--- src/rtl/spi_master_tx_serializer_if.sv ---
// ============================================================================
// spi_master_tx_serializer_if : TX FIFO handshake, clock-gen control, SDO lines
// Rev 1.0
// ============================================================================
`default_nettype none

interface spi_master_tx_serializer_if;
  logic        en;
  logic        en_quad_in;
  logic [15:0] counter_in;
  logic        tx_edge;
  logic [31:0] data;
  logic        data_valid;
  logic        data_ready;
  logic        clk_en_o;
  logic        tx_done;
  logic        sdo0;
  logic        sdo1;
  logic        sdo2;
  logic        sdo3;

  // Controller / FIFO / clock-generator side
  modport master (
    output en, en_quad_in, counter_in, tx_edge, data, data_valid,
    input  data_ready, clk_en_o, tx_done, sdo0, sdo1, sdo2, sdo3
  );

  // Serializer side
  modport slave (
    input  en, en_quad_in, counter_in, tx_edge, data, data_valid,
    output data_ready, clk_en_o, tx_done, sdo0, sdo1, sdo2, sdo3
  );
endinterface

`default_nettype wire

--- src/rtl/spi_master_tx_serializer.sv ---
// ============================================================================
// spi_master_tx_serializer : SPI master TX shifter, standard or quad, MSB first
// Rev 1.0
// ============================================================================
`default_nettype none

module spi_master_tx_serializer (
  input  wire                           clk,
  input  wire                           rst,
  spi_master_tx_serializer_if.slave     bus
);

  typedef enum logic [1:0] {
    IDLE      = 2'd0,
    TRANSMIT  = 2'd1,
    WAIT_DATA = 2'd2
  } state_t;

  state_t      state, state_next;
  logic [31:0] sreg, sreg_next;
  logic [15:0] counter, counter_next;
  logic [15:0] target, target_next;
  logic        quad, quad_next;
  logic        done_next;
  logic        clk_en_q;
  logic        done_q;

  logic [15:0] target_in;
  logic        last_unit;
  logic        word_boundary;

  // Quad mode counts nibbles; a length that is not a multiple of 4 truncates.
  assign target_in     = bus.en_quad_in ? (bus.counter_in >> 2) : bus.counter_in;
  assign last_unit     = (counter == (target - 16'd1));
  assign word_boundary = quad ? (counter[2:0] == 3'd7) : (counter[4:0] == 5'd31);

  always_ff @(posedge clk or posedge rst) begin
    if (rst) begin
      state    <= IDLE;
      sreg     <= 32'd0;
      counter  <= 16'd0;
      target   <= 16'd0;
      quad     <= 1'b0;
      clk_en_q <= 1'b0;
      done_q   <= 1'b0;
    end else begin
      state    <= state_next;
      sreg     <= sreg_next;
      counter  <= counter_next;
      target   <= target_next;
      quad     <= quad_next;
      // Drops the cycle after the final/starving tx_edge, while SCLK is low.
      clk_en_q <= (state_next == TRANSMIT);
      done_q   <= done_next;
    end
  end

  always_comb begin
    state_next     = state;
    sreg_next      = sreg;
    counter_next   = counter;
    target_next    = target;
    quad_next      = quad;
    done_next      = 1'b0;
    bus.data_ready = 1'b0;

    case (state)
      IDLE: begin
        if (bus.en) begin
          if (target_in == 16'd0) begin
            done_next = 1'b1;
          end else if (bus.data_valid) begin
            bus.data_ready = 1'b1;
            sreg_next      = bus.data;
            counter_next   = 16'd0;
            target_next    = target_in;
            quad_next      = bus.en_quad_in;
            state_next     = TRANSMIT;
          end
        end
      end

      TRANSMIT: begin
        if (bus.tx_edge) begin
          if (last_unit) begin
            done_next    = 1'b1;
            counter_next = 16'd0;
            state_next   = IDLE;
          end else if (word_boundary) begin
            counter_next = counter + 16'd1;
            if (bus.data_valid) begin
              bus.data_ready = 1'b1;
              sreg_next      = bus.data;
            end else begin
              state_next = WAIT_DATA;
            end
          end else begin
            counter_next = counter + 16'd1;
            sreg_next    = quad ? {sreg[27:0], 4'h0} : {sreg[30:0], 1'b0};
          end
        end
      end

      WAIT_DATA: begin
        if (bus.data_valid) begin
          bus.data_ready = 1'b1;
          sreg_next      = bus.data;
          state_next     = TRANSMIT;
        end
      end

      default: begin
        state_next = IDLE;
      end
    endcase
  end

  assign bus.clk_en_o = clk_en_q;
  assign bus.tx_done  = done_q;

  always_comb begin
    if (quad) begin
      {bus.sdo3, bus.sdo2, bus.sdo1, bus.sdo0} = sreg[31:28];
    end else begin
      {bus.sdo3, bus.sdo2, bus.sdo1, bus.sdo0} = {3'b000, sreg[31]};
    end
  end

endmodule

`default_nettype wire

--- src/flat_wrapper.sv ---
// flat-port wrapper written by rule: the top's interface ports become plain ports
module spi_master_tx_serializer_flat 
  (clk, rst, bus_en, bus_en_quad_in, bus_counter_in, bus_tx_edge, bus_data, bus_data_valid, bus_data_ready, bus_clk_en_o, bus_tx_done, bus_sdo0, bus_sdo1, bus_sdo2, bus_sdo3);
  spi_master_tx_serializer_if bus_i ();
  input  wire clk;
  input  wire rst;
  input wire logic [$bits(bus_i.en)-1:0] bus_en;
  input wire logic [$bits(bus_i.en_quad_in)-1:0] bus_en_quad_in;
  input wire logic [$bits(bus_i.counter_in)-1:0] bus_counter_in;
  input wire logic [$bits(bus_i.tx_edge)-1:0] bus_tx_edge;
  input wire logic [$bits(bus_i.data)-1:0] bus_data;
  input wire logic [$bits(bus_i.data_valid)-1:0] bus_data_valid;
  output wire logic [$bits(bus_i.data_ready)-1:0] bus_data_ready;
  output wire logic [$bits(bus_i.clk_en_o)-1:0] bus_clk_en_o;
  output wire logic [$bits(bus_i.tx_done)-1:0] bus_tx_done;
  output wire logic [$bits(bus_i.sdo0)-1:0] bus_sdo0;
  output wire logic [$bits(bus_i.sdo1)-1:0] bus_sdo1;
  output wire logic [$bits(bus_i.sdo2)-1:0] bus_sdo2;
  output wire logic [$bits(bus_i.sdo3)-1:0] bus_sdo3;
  assign bus_i.en = bus_en;
  assign bus_i.en_quad_in = bus_en_quad_in;
  assign bus_i.counter_in = bus_counter_in;
  assign bus_i.tx_edge = bus_tx_edge;
  assign bus_i.data = bus_data;
  assign bus_i.data_valid = bus_data_valid;
  assign bus_data_ready = bus_i.data_ready;
  assign bus_clk_en_o = bus_i.clk_en_o;
  assign bus_tx_done = bus_i.tx_done;
  assign bus_sdo0 = bus_i.sdo0;
  assign bus_sdo1 = bus_i.sdo1;
  assign bus_sdo2 = bus_i.sdo2;
  assign bus_sdo3 = bus_i.sdo3;
  spi_master_tx_serializer u_core (.clk(clk), .rst(rst), .bus(bus_i));
endmodule
--- config.mk ---
export PLATFORM = sky130hd
export DESIGN_NAME = spi_master_tx_serializer_flat
export DESIGN_NICKNAME = d
export VERILOG_FILES = /design/src/rtl/spi_master_tx_serializer_if.sv /design/src/rtl/spi_master_tx_serializer.sv /design/src/flat_wrapper.sv
export SDC_FILE = /design/constraint.sdc
export NUM_CORES = 1
export LEC_CHECK = 0
export CAP_MARGIN = 25
export CORE_ASPECT_RATIO = 2
export CORE_MARGIN = 2
export CORE_UTILIZATION = 35
export DETAILED_ROUTE_END_ITERATION = 16
export PLACE_DENSITY_LB_ADDON = 0.3
export RECOVER_POWER = 50
export SYNTH_ARGS = -nofsm -noshare
export SYNTH_HDL_FRONTEND = slang
export SYNTH_SLANG_ARGS = --single-unit
--- constraint.sdc ---
create_clock -name clk -period 4.76 [get_ports clk]
set_input_delay 1.19 -clock clk [delete_from_list [all_inputs] [get_ports clk]]
set_output_delay 1.19 -clock clk [all_outputs]
set_load 0.01 [all_outputs]
Word level (Yosys, flattened, before mapping)
Index checks and enable logic that the tools add are counted.

cells by class
  add/sub/neg operators = 2
  reductions and logical operators = 7
  bitwise operators = 1
  equal/unequal tests = 11
  muxes and demuxes = 40

operator list
  cell                   count
  $mux 32                7
  $mux 16                6
  $pmux 32 s3            1
  $pmux 16 s2            1
  $add 16x1->16 const B  1
  $eq 16x16->1           1
  $logic_not 16->1       1
  $sub 16x1->16 const B  1
  $mux 1                 15
  $mux 2                 7
  $ne 2x2->1 const B     5
  $reduce_and 5->1       2
  $pmux 2 s3             1
  $eq 5x5->1 const B     1
  $eq 2x1->1 const B     2
  $reduce_and 4->1       1
  $eq 3x3->1 const B     1
  $pmux 1 s3             1
  $reduce_bool 3->1      1
  $eq 2x2->1 const B     1
  $logic_not 2->1        1
  $pmux 1 s2             1
  $reduce_bool 2->1      1
  $not 1->1              1

word-level totals
  output and inout port bits = 7
  logic and storage cells = 68
  bits in registers = 69
  bits of input ports = 54

Depth between registers and ports, before layout
Gate-level depths: netlist of run 1.

  word-level depth = 7
  gate-level depth with buffers = 12
  depth with buffers taken out = 10

Least setup slack after synthesis of run 1
Ideal clock, no wire load.

  kind = input -> output
  from = input bus_en_quad_in
  to = output bus_data_ready
  data arrival time = 2360 ps
  path buffers = 1
  setup slack = 1210 ps
  stages on the path = 6
  data required time = 3570 ps
  path through = clkbuf_1 -> nor2_1 -> or2_2 -> a21oi_1 -> nor2_1 -> o21a_1

on the way
  cells in the longest elaborated chain, start to end = 5

RTL lines
  element           line                            source
  start, declared   flat_wrapper.sv:8               input wire logic [$bits(bus_i.en_quad_in)-1:0] bus_en_quad_in;
  $mux 16           spi_master_tx_serializer.sv:33  assign target_in = bus.en_quad_in ? (bus.counter_in >> 2) : bus.counter_in;
  $logic_not 16->1  spi_master_tx_serializer.sv:70  if (target_in == 16'd0) begin
  $mux 1            spi_master_tx_serializer.sv:70
  $mux 1            spi_master_tx_serializer.sv:69  if (bus.en) begin
  $pmux 1 s3        spi_master_tx_serializer.sv:67  case (state)
  end, declared     flat_wrapper.sv:13              output wire logic [$bits(bus_i.data_ready)-1:0] bus_data_ready;

Every way passes these cells.

Worst setup path after layout of run 1
  from = input bus_counter_in[13]
  to = output bus_data_ready

on the way
  cells in the longest elaborated chain, start to end = 5

RTL lines
  element           line                            source
  start, declared   flat_wrapper.sv:9               input wire logic [$bits(bus_i.counter_in)-1:0] bus_counter_in;
  $mux 16           spi_master_tx_serializer.sv:33
  $logic_not 16->1  spi_master_tx_serializer.sv:70
  $mux 1            spi_master_tx_serializer.sv:70
  $mux 1            spi_master_tx_serializer.sv:69
  $pmux 1 s3        spi_master_tx_serializer.sv:67

Every way passes these cells.

==> results of run 1 <==
[critical path, delay by kind of cell]
kind,cells,cell delay [ns]
buf+inv,2,0.98
simple gates,4,0.92
compound gates,2,0.35
[synthesized netlist by cell type (all sizes together), types with 8 or more instances]
cell type / instances / share of area [%]
o21ai: 51 / 6.3
xor2: 16 / 3.4
mux2i: 48 / 12
inv: 8 / 0.73
dfrtp: 69 / 42
nand2: 58 / 5.3
clkbuf: 14 / 1.3
a22o: 32 / 6.8
xnor2: 14 / 3.0
buf: 11 / 2.0
nand3: 8 / 0.97
and3: 9 / 1.4
nor2: 29 / 2.6
[placed cells by master, fill, tap and decap left out, drive strengths merged, types with 9 or more instances in the layout]
cell type	Yosys	layout
dfrtp	69	69
xnor2	14	14
clkdlybuf4s50	0	57
clkbuf	14	13
mux2i	48	48
nor2	29	29
xor2	16	16
o21ai	51	51
nand2	58	58
buf	11	10
and3	9	9
a22o	32	32
[cells by family (layout without fill, tap and decap cells)]
logic type,after synthesis,in the layout,share of synthesized area (%)
compound gates,108,108,17.5
simple gates,144,144,16.5
fa+ha+maj,4,4,1.21
flops,69,69,41.8
buf+inv,33,96,3.99
mux,52,52,12.7
xor+xnor,30,30,6.36
[cell type report]
class	instances	area [sq um]	area share (%)
Multi-Input combinational cell	338	2270	43.4
Tap cell	145	181	3.47
Inverter	8	30.0	0.574
Sequential cell	69	1730	33.0
Clock inverter	5	82.6	1.58
Clock buffer	11	253	4.83
Timing Repair Buffer	72	683	13.1
[where the power goes]
group          internal (mW)  switching (mW)
Sequential             0.722           0.154
Clock                  0.487           0.256
Combinational          0.319           0.277
Total                   1.53           0.686
[per-layer routing]
layer	vias to the layer above	GRT usage, %	share of wire (%)
li1	1684	-	-
met1	1710	18.1	36
met2	67	35.1	59
met3	19	3.31	2.4
met4	0	8.15	2.6
met5	-	0	0
[flip-flops by register name (all words and copies together), names as in the netlist]
register,cells
u_core.target,16
u_core.quad,1
u_core.counter,16
u_core.state,2
u_core.sreg,32
u_core.bus.clk_en_o,1
u_core.bus.tx_done,1
[metrics by stage]
step | worst slack [ns] | power, mW | instances | hold WS, ns
floorplan | 1.21 | 1.29 | 440 | 0.469
global placement | 0.0311 | 1.46 | 632 | 0.507
detailed placement | 0.0718 | 1.48 | 632 | 0.516
CTS | 0.0411 | 2.24 | 648 | 0.526
global route | 0.00978 | 2.34 | 648 | 0.550
finish | 0.138 | 2.21 | 648 | 0.525
[final timing paths]
path	startpoint	to	slack [ns]
setup / recovery	bus_counter_in[13]	bus_data_ready	0.14
hold / removal	u_core.target[15]$_DFFE_PP0P_	u_core.target[15]$_DFFE_PP0P_	0.52
setup reg to reg	u_core.target[10]$_DFFE_PP0P_	u_core.sreg[27]$_DFFE_PP0P_	1.46
hold reg to reg	u_core.target[15]$_DFFE_PP0P_	u_core.target[15]$_DFFE_PP0P_	0.52
max in group asynchronous	rst	u_core.sreg[13]$_DFFE_PP0P_	1.32
min in group asynchronous	rst	u_core.target[4]$_DFFE_PP0P_	1.58
==> impl_metrics.toml, run 1 <==
[job]
cap_viol_max_count = 0

[yosys]
synth_seq_cells = 69
synth_fp_nets = 498
synthArstFlopShare_pct = 100
ys.flop_type = "dfrtp_1"
postSynthCellCount = 440
syn_area_per_cell_sq_um = 9.40
syn_area_sq_um = 4130
ys_seq_area_share_pct = 41.8
synth_edf_count = 0
synth_warnings = 0
synthDistinctLibCells = 49

[floorplan]
core_sq_um = 11600
die_w_um = 80.9
die_area_sq_um = 12700
initial_core_util_pct = 35.5
rows = 56
die_h_um = 158
boundaryPins = 61

[drt]
drt_iter0_markers = 141
vias_per_cell = 5.37
antenna_left = 0
dr.pass1.iters = 4
wl_mm = 11.0
drc_errors = 0
detail_route.wl_per_cell_um = 17.0
vias = 3480

[setup_path]
cp_data_required_time_ns = 3.57
cp.arrival_ns = 3.43
path_max_fanout = 3
critical_path.endpoint_type = "output port"
worst_path_largest_cell_delay_ns = 0.49
cp-start-kind = "input pin"
crit_chain = "clkdlybuf4s50_1 > nor4_4 > nand4_1 > or2_2 > a21oi_1 > nor2_1 > o21a_1 > clkdlybuf4s50_1"
reg2regPathDepth = 9
cp_slowest_cell = "clkdlybuf4s50_1"
worstSetupPathType = "in2out"
crit_path_frequent_cell = "clkdlybuf4s50_1"

[finish]
n_fill_cell = 1177
antennaDiodeCount = 0
area_delta_synth_final_pct = 26.5
fin_nets = 556
postLayoutCellArea_sq_um = 5230
fin_util_pct = 45.0
drive_above_1_share_pct = 7.95

[sta]
rsz0062_at_grt = "no"
maxSlewHeadroom_pct = 5.96
final-hold-violation-count = 0
fmax_ghz = 0.216
tightest_slew_ns = 1.41
drv_slew = 0
finalCritPeriodShare_pct = 97.1
skew_ns = 0.00604
fin_crit_ns = 4.62
final-setup-viol-count = 0
tns_ns = 0

[cts]
cts_made_buffers = 9
htreeDepth = 3
numClockSinks = 69
cts_resized = 0
clkTransAtPathRegs_ns = 0.05
cts.path.max_buffers = 2
clkLatencyLatePin_ns = 0.33
postCtsHoldBufs = 0
cts_root_buf = "clkbuf_16"
cts_tree = "done"
postCtsSetupRepairBufs = 0

[global_routing]
antenna_found_initial = 0
overflow = 0
grt_usage_pct = 18.2
grt_start_max_net_pins = 37
grt_pass1_wl_mm = 17.5
grt_pass1_vias = 3608

[power_and_ir_drop]
p_per_area_nw_per_um2 = 423
leakage_nw = 2.24
peakVddDrop_v = 0.000238

[worst_hold_path]
holdPathStages = 2
hp-class = "reg2reg"

[placement]
gp_congestion = 0.804
place_area_sq_um = 4880
io_buffers = 60
dp_hpwl_mm = 8.08

[run_status]
status = "completed"
No activity file was read; power rests on OpenSTA's default activity.
==> run 2: changes to the inputs <==
CORE_ASPECT_RATIO = default   (was 2)
SLEW_MARGIN = 40   (was default)
==> impl_metrics.toml, run 2 (synthesized netlist as in run 1, its figures left out) <==
[cts]
clkTransAtPathRegs_ns = 0.05
cts_tree = "done"
cts_root_buf = "clkbuf_16"
postCtsSetupRepairBufs = 0
cts.path.max_buffers = 2
cts_made_buffers = 9
htreeDepth = 3
numClockSinks = 69
clkLatencyLatePin_ns = 0.33

[drt]
dr.pass1.iters = 4
vias_per_cell = 5.35
detail_route.wl_per_cell_um = 15.5
drc_errors = 0
vias = 3436
antenna_left = 0
wl_mm = 9.93
drt_iter0_markers = 246

[global_routing]
grt_usage_pct = 16.3
antenna_found_initial = 0
grt_pass1_vias = 3368
grt_start_max_net_pins = 41
overflow = 0
grt_pass1_wl_mm = 16.7

[setup_path]
worstSetupPathType = "in2out"
critical_path.endpoint_type = "output port"
cp_slowest_cell = "clkdlybuf4s50_1"
worstPathBufferInverterCount = 2
cp_top_family = "simple AND/OR/NAND/NOR gates"
crit_chain = "clkdlybuf4s50_1 > nor4_1 > nand4_1 > or2_2 > a21oi_1 > nor2_1 > o21a_1 > clkdlybuf4s50_1"
cp-start-kind = "input pin"
worst_path_largest_cell_delay_ns = 0.47
cp_data_required_time_ns = 3.57
cp.arrival_ns = 3.42
crit_path_frequent_cell = "clkdlybuf4s50_1"
path_max_fanout = 3

[power_and_ir_drop]
p_per_area_nw_per_um2 = 417
peakVddDrop_v = 0.000183
leakage_nw = 2.22

[placement]
dp_hpwl_mm = 7.06
gp_congestion = 0.814
place_area_sq_um = 4860
io_buffers = 60
dp_cells = 628

[sta]
tightest_slew_ns = 1.79
rsz0062_at_grt = "no"
drv_slew = 72
tns_ns = 0
skew_ns = 0.00941
final-setup-viol-count = 0
finalCritPeriodShare_pct = 96.9
fin_crit_ns = 4.61
maxSlewHeadroom_pct = -19.7
final-hold-violation-count = 0
fmax_ghz = 0.217

[finish]
mostFrequentLayoutCells = "dfrtp_1 (68), nand2_1 (58), clkdlybuf4s50_1 (57)"
largest_reg_flops = 32
fin_nets = 554
max_flop_register = "u_core.sreg"
postLayoutCellArea_sq_um = 5170
stdcell_count = 642
antennaDiodeCount = 0
drive_above_1_share_pct = 7.62
reg_top3 = "u_core.sreg x32, u_core.counter x16, u_core.target x16"
final_common_cell = "dfrtp_1"
area_delta_synth_final_pct = 25.0

[floorplan]
die_w_um = 113
core_sq_um = 11500
boundaryPins = 61
initial_core_util_pct = 36.1
die_area_sq_um = 12700
die_h_um = 113
rows = 39

[worst_hold_path]
hp-class = "reg2reg"

[run_status]
violations = "max-capacitance violations, max-slew violations"
status = "finished, violations left"

[job]
cap_viol_max_count = 2
run 2: cell types whose count changed in the layout (fill, tap and decap cells not counted), sizes merged:
cell	previous run	this run
buf	10	9
clkbuf	13	10
clkinv	0	2
clkinvlp	3	2
inv	8	7
run 2: layer usage:
metal	track usage (%)	vias to the layer above	wire length [um]
li1	-	1681	-
met1	24.5	1695	5090
met2	23.8	55	4480
met3	3.08	5	295
met4	4.63	0	67
met5	0	-	0
run 2: worst paths after layout:
path / from / endpoint / slack, ns / depth (start not counted)
worst max-delay path: bus_counter_in[12] / bus_data_ready / 0.15 / 8
worst min-delay path: u_core.target[15]$_DFFE_PP0P_ / u_core.target[15]$_DFFE_PP0P_ / 0.51 / 2
worst max register to register: u_core.target[10]$_DFFE_PP0P_ / u_core.sreg[0]$_DFFE_PP0P_ / 1.57 / 8
worst min register to register: u_core.target[15]$_DFFE_PP0P_ / u_core.target[15]$_DFFE_PP0P_ / 0.51 / 2
max in group asynchronous: rst / u_core.quad$_DFFE_PP0P_ / 0.67 / 3
min in group asynchronous: rst / u_core.sreg[23]$_DFFE_PP0P_ / 1.77 / 2
run 2: power breakdown:
part	total, mW	switching [mW]	internal (mW)	leakage (nW)
combinational	0.595	0.276	0.319	1.17
clock	0.695	0.244	0.451	0.147
sequential	0.864	0.142	0.723	0.903
run 2: per-stage QoR:
stage	hold slack (ns)	setup WS (ns)	util (%)	power, mW
floorplan	0.469	1.21	-	1.29
global placement	0.499	0.146	42.4	1.44
detailed placement	0.498	0.147	42.4	1.47
CTS	0.513	0.134	45.0	2.17
global route	0.542	0.00242	45.1	2.28
finish	0.509	0.149	45.1	2.15
run 2: repair_timing:
| item | 4_1_cts | 5_1_grt |
|---|---|---|
| hold buffers | 0 | 0 |
| endpoints found under the hold margin | 0 | 0 |
| resized for setup | 0 | 1 |
| endpoints found under the setup margin | 0 | 1 |
run 2: cell type report:
type / instances / area [sq um]
timing repair buffer: 70 / 672
fill: 1108 / 6300
clock buffer: 9 / 225
clock inverter: 5 / 77.6
multi-input combinational: 338 / 2250
inverter: 8 / 31.3
sequential: 69 / 1730
tap: 143 / 179
run 2: worst min-delay path, cell delays in order, from the launching register on:
cell	delay, ns
dfrtp_1	0.36
nand2_1	0.05
o21ai_0	0.06
